### src/rtl/qfixed_seq_divider.sv
// qfixed_seq_divider: sequential signed Q(WIDTH-1-FRAC).FRAC restoring divider with NaN/+-inf/zero encodings.
// Define QDIV_ROUND_EN for round-half-away-from-zero via one extra guard quotient bit.
module qfixed_seq_divider #(
   parameter int WIDTH = 64,
   parameter int FRAC  = 15
) (
   input  logic             clk,
   input  logic             reset,
   input  logic             launch,
   input  logic [WIDTH-1:0] a,
   input  logic [WIDTH-1:0] b,
   output logic             busy,
   output logic             done,
   output logic             nan,
   output logic [WIDTH-1:0] res
);
`ifdef QDIV_ROUND_EN
   localparam int RND = 1;
`else
   localparam int RND = 0;
`endif
   localparam int NI = WIDTH + FRAC + RND;
   localparam int CW = $clog2(NI + 1);
   localparam logic [WIDTH-1:0] NAN_V = {1'b1, {(WIDTH-1){1'b0}}};
   localparam logic [WIDTH-1:0] INF_P = {1'b0, {(WIDTH-1){1'b1}}};
   localparam logic [WIDTH-1:0] INF_N = {1'b1, {(WIDTH-2){1'b0}}, 1'b1};
   localparam logic [NI-1:0] MAX_M = {{(NI-WIDTH+1){1'b0}}, {(WIDTH-1){1'b1}}};

   typedef enum logic [1:0] {IDLE = 2'd0, ITER, FIN} state_t;

   state_t           state_q, state_d;
   logic [CW-1:0]    cnt_q, cnt_d;
   logic [WIDTH:0]   rem_q, rem_d;
   logic [NI-1:0]    dq_q, dq_d;
   logic [WIDTH-1:0] bm_q, bm_d, pres_q, pres_d, res_q, res_d;
   logic             sgn_q, sgn_d, spec_q, spec_d, pnan_q, pnan_d, nan_q, nan_d, done_q, done_d;
   logic [WIDTH-1:0] am_c, bm_c;
   logic [WIDTH:0]   t_c;
   logic [NI-1:0]    mag_c;
   logic             ge_c, a_nan, b_nan, a_inf, b_inf, sp_nan, spec_c, neg_c, sat_c;

   assign am_c   = a[WIDTH-1] ? -a : a;
   assign bm_c   = b[WIDTH-1] ? -b : b;
   assign a_nan  = a == NAN_V;
   assign b_nan  = b == NAN_V;
   assign a_inf  = (a == INF_P) || (a == INF_N);
   assign b_inf  = (b == INF_P) || (b == INF_N);
   assign neg_c  = a[WIDTH-1] ^ b[WIDTH-1];
   assign sp_nan = a_nan | b_nan | (b == '0) | (a_inf & b_inf);
   assign spec_c = sp_nan | a_inf | b_inf | (a == '0);
   // dq holds the dividend shifting out MSB-first while quotient bits shift in at the LSB
   assign t_c    = {rem_q[WIDTH-1:0], dq_q[NI-1]};
   assign ge_c   = rem_q[WIDTH] | (t_c >= {1'b0, bm_q});
   assign mag_c  = (dq_q >> RND) + {{(NI-1){1'b0}}, dq_q[0] & (RND == 1)};
   assign sat_c  = mag_c >= MAX_M;

   always_comb begin
      state_d = state_q;
      cnt_d   = cnt_q;
      rem_d   = rem_q;
      dq_d    = dq_q;
      bm_d    = bm_q;
      sgn_d   = sgn_q;
      spec_d  = spec_q;
      pres_d  = pres_q;
      pnan_d  = pnan_q;
      res_d   = res_q;
      nan_d   = nan_q;
      done_d  = 1'b0;
      case (state_q)
         IDLE: if (launch) begin
            sgn_d   = neg_c;
            spec_d  = spec_c;
            pnan_d  = sp_nan;
            pres_d  = sp_nan ? NAN_V : a_inf ? (neg_c ? INF_N : INF_P) : '0;
            rem_d   = '0;
            dq_d    = {{(NI-WIDTH){1'b0}}, am_c} << (FRAC + RND);
            bm_d    = bm_c;
            cnt_d   = CW'(NI);
            state_d = spec_c ? FIN : ITER;
         end
         ITER: begin
            rem_d   = ge_c ? t_c - {1'b0, bm_q} : t_c;
            dq_d    = {dq_q[NI-2:0], ge_c};
            cnt_d   = cnt_q - CW'(1);
            state_d = (cnt_q == CW'(1)) ? FIN : ITER;
         end
         FIN: begin
            res_d   = spec_q ? pres_q : sat_c ? (sgn_q ? INF_N : INF_P)
                    : sgn_q ? -mag_c[WIDTH-1:0] : mag_c[WIDTH-1:0];
            nan_d   = spec_q & pnan_q;
            done_d  = 1'b1;
            state_d = IDLE;
         end
         default: state_d = IDLE;
      endcase
   end

   always_ff @(posedge clk or posedge reset) begin
      if (reset) begin
         state_q <= IDLE;
         cnt_q   <= '0;
         rem_q   <= '0;
         dq_q    <= '0;
         bm_q    <= '0;
         sgn_q   <= 1'b0;
         spec_q  <= 1'b0;
         pres_q  <= '0;
         pnan_q  <= 1'b0;
         res_q   <= '0;
         nan_q   <= 1'b0;
         done_q  <= 1'b0;
      end else begin
         state_q <= state_d;
         cnt_q   <= cnt_d;
         rem_q   <= rem_d;
         dq_q    <= dq_d;
         bm_q    <= bm_d;
         sgn_q   <= sgn_d;
         spec_q  <= spec_d;
         pres_q  <= pres_d;
         pnan_q  <= pnan_d;
         res_q   <= res_d;
         nan_q   <= nan_d;
         done_q  <= done_d;
      end
   end

   assign busy = state_q != IDLE;
   assign done = done_q;
   assign nan  = nan_q;
   assign res  = res_q;
endmodule

### config.mk
export PLATFORM = sky130hd
export DESIGN_NAME = qfixed_seq_divider
export DESIGN_NICKNAME = d
export VERILOG_FILES = /design/src/rtl/qfixed_seq_divider.sv
export SDC_FILE = /design/constraint.sdc
export NUM_CORES = 1
export LEC_CHECK = 0
export ABC_CLOCK_PERIOD_IN_PS = 9400
export CAP_MARGIN = 25
export CELL_PAD_IN_SITES_DETAIL_PLACEMENT = 1
export CELL_PAD_IN_SITES_GLOBAL_PLACEMENT = 1
export CORE_MARGIN = 5
export CORE_UTILIZATION = 44
export DETAILED_ROUTE_END_ITERATION = 8
export DONT_BUFFER_PORTS = 1
export GPL_TIMING_DRIVEN = 0
export HOLD_SLACK_MARGIN = 0.05
export PLACE_DENSITY_LB_ADDON = 0.1
export SLEW_MARGIN = 15
export SYNTH_ARGS = -nofsm -noshare
export SYNTH_HDL_FRONTEND = slang
export SYNTH_SLANG_ARGS = --single-unit
### constraint.sdc
create_clock -name clk -period 9.4 [get_ports clk]
set_input_delay 0.94 -clock clk [delete_from_list [all_inputs] [get_ports clk]]
set_output_delay 0.94 -clock clk [all_outputs]
set_load 0.005 [all_outputs]
==> flow_summary.toml <==
[floorplanning]
start_util_pct = 44.3
die_x_um = 228
num_rows = 80
io_pins = 198
fp.dieH_um = 228
dieArea_um2 = 52200
core_um2 = 47400

[sta]
fin_crit_ps = 5190
rsz0062_at_grt = "false"
hold_ws_ps = 339
drv_slew = 0
tightest_slew_ps = 1110
finClkSkew_ps = 17.9
hold_viol_final = 0
period_share_pct = 55.2
relSlewSlack_pct = 25.8
setup_viol = 0
max_freq_ghz = 0.193

[logic_synthesis]
seq_area_frac_synth_pct = 34.4
synth_edf_count = 0
synth.avg_cell_area_um2 = 8.07
synth_area_leaders = "dfrtp_1 34%, o21ai_0 8.4%, nand2_1 6.4%"
synth-async-reset-ratio_pct = 100
syn_nets = 2807
yosysMostFrequentCell = "nand2_1"
netlist_top_cells_count = "357 x nand2_1, 352 x o21ai_0, 289 x dfrtp_1"
synth-seq-cells = 289
yosys_warnings = 0
synth_cells = 2601
synth_ff_type = "dfrtp_1"
syn-cell-area_um2 = 21000
yosys.cell_types.count = 76
synth.top_cell.area_share_pct = 34.4
synth_top_area_cell = "dfrtp_1"

[cts]
clk_latency_ps = 560
cts_tree = "built"
htree_levels = 2
clk_path_buf_depth = 3
post_cts_buffers = 0
clock_sinks = 289
cts-resized-gates = 0
cts_buffers = 36
clockRootBuffer = "clkbuf_16"
path_clk_slew_ps = 60
hold_buffers = 0

[run_status]
status = "finished clean"

[routing]
vias = 21166
final_antenna_net_count = 0
drt_iter0_markers = 1736
first_pass_iters = 5
wl_um = 89000
drc_errors = 0
avgRoutedWirePerCell_um = 27.1
via_per_inst = 6.44

[global_route]
grt_pass1_wl_um = 135000
antenna_found_initial = 4
grt_start_max_net_pins = 110
grt.total_usage_pct = 33.0
overflow = 0
grt_pass1_vias = 21614

[power]
total_power_w = 0.00921
ir_worst_vdd_mv = 0.152
p_leak_nw = 9.42
p_per_area_nw_per_um2 = 399

[final_layout]
fin_util_pct = 48.7
final_cells = 3286
n_antenna_cell = 0
drive_above_1_share_pct = 4.08
fill_cells = 5802
area_growth_pct = 9.97
nets = 2854
finalInstanceArea_um2 = 23100

[setup_path]
crit_buf_inv = 3
critical_path_arrival_ps = 5640
crit_type = "register to register"
cp_slowest_cell = "clkbuf_1"
path_cells = "ha_1, clkbuf_1, and3_1, clkbuf_1, nand4_1, nor3_1, o211ai_1, nand3_1, o31ai_1, o31ai_1, clkbuf_1, nand2_1, o21ai_0"
worst-path-max-fanout = 10
cp_common_cell = "clkbuf_1"
crit_required_ps = 9850
end_kind = "register"
cpPeakStageDelay_ps = 700
path_delay_family = "simple AND/OR/NAND/NOR gates"
cp-start-kind = "register"

[placement]
placed_area_um2 = 21900
numPortBuffers = 0
globalplace.congestion = 0.976
numPlacedInstances = 3224
dp.final_hpwl_um = 69200

[min_path]
hold_path_class = "input port to async pin"

[job]
cap_violations = 0
layer usage:
metal	vias to the layer above	part of all wire (%)	GRT usage (%)
met4	2	3.1	9.68
met2	808	42	48.7
met5	-	0.013	0
li1	9570	-	-
met3	137	10	10.2
met1	10649	45	46.9
state kept, by name, summed over array words and instances (netlist names):
name     flops
bm_q        64
cnt_q        7
done         1
dq_q        79
nan          1
pnan_q       1
pres_q       3
rem_q       65
res         64
sgn_q        1
spec_q       1
state_q      2
cell usage in the layout (no fill, tap or decap), types with 24 or more instances in the layout:
cell / count
xor2_1: 141
inv_1: 100
nand2b_1: 24
ha_1: 74
nand2_1: 357
or3_1: 32
nor3_1: 66
nor4_1: 31
xnor2_1: 48
a21oi_1: 110
o31ai_1: 60
o21ai_0: 352
nand4_1: 62
a22oi_1: 58
or4_1: 25
a211oi_1: 28
dfrtp_1: 289
o41ai_1: 28
mux2i_1: 43
a21o_1: 37
clkbuf_1: 164
nor2_1: 122
clkbuf_16: 37
nand3_1: 74
final timing paths:
kind | from | to | slack, ps | cells past startpoint
min in group clk | bm_q[17]$_DFFE_PP0P_ | bm_q[17]$_DFFE_PP0P_ | 480 | 2
max in group asynchronous | reset | dq_q[60]$_DFFE_PP0P_ | 7550 | 3
worst min-delay path | reset | bm_q[50]$_DFFE_PP0P_ | 340 | 1
worst min register to register | bm_q[17]$_DFFE_PP0P_ | bm_q[17]$_DFFE_PP0P_ | 480 | 2
worst max register to register | rem_q[42]$_DFFE_PP0P_ | rem_q[29]$_DFFE_PP0P_ | 4210 | 13
worst max-delay path | rem_q[42]$_DFFE_PP0P_ | rem_q[29]$_DFFE_PP0P_ | 4210 | 13
kinds of logic (layout without fill, tap and decap cells):
logic type	after synthesis	in the layout	share of synthesized area, %
XOR/XNOR	189	189	7.88
flip-flops	289	289	34.4
adder cells (fa/ha/maj)	75	75	4.50
multiplexers	44	44	2.10
AO/OA/AOI/OAI	825	825	24.7
buffers and inverters	281	351	5.09
AND/OR/NAND/NOR	898	898	21.3
cell type report:
class	instances	area (um^2)	share of cell area (%)
sequential	289	7230	31.3
tap	615	769	3.33
multi-input combinational	2031	12700	55.0
clock buffer	51	1060	4.58
inverter	102	390	1.69
clock inverter	10	136	0.591
buffer	179	686	2.97
timing repair buffer	9	121	0.526
stage by stage:
stage / setup TNS [ps] / setup WS, ps
6_report: 0 / 4210
5_1_grt: 0 / 4020
4_1_cts: 0 / 4340
3_5_place_dp: 0 / 4350
3_3_place_gp: -839720 / -2960
2_1_floorplan: 0 / 483
worst register-to-register path, stage by stage (launching register included):
cell and delay [ps]:
dfrtp_1 400, ha_1 280, clkbuf_1 270, and3_1 210, clkbuf_1 250, nand4_1 220
nor3_1 580, o211ai_1 360, nand3_1 290, o31ai_1 210, o31ai_1 240, clkbuf_1 700
nand2_1 690, o21ai_0 410
report_power, final:
group          internal [W]  switching (W)  total [W]
logic               0.00195        0.00348    0.00542
clock network      0.000865       0.000579    0.00144
registers           0.00179       0.000552    0.00235
total               0.00461        0.00461    0.00921
Note: power is estimated with default switching activity, not from simulation.
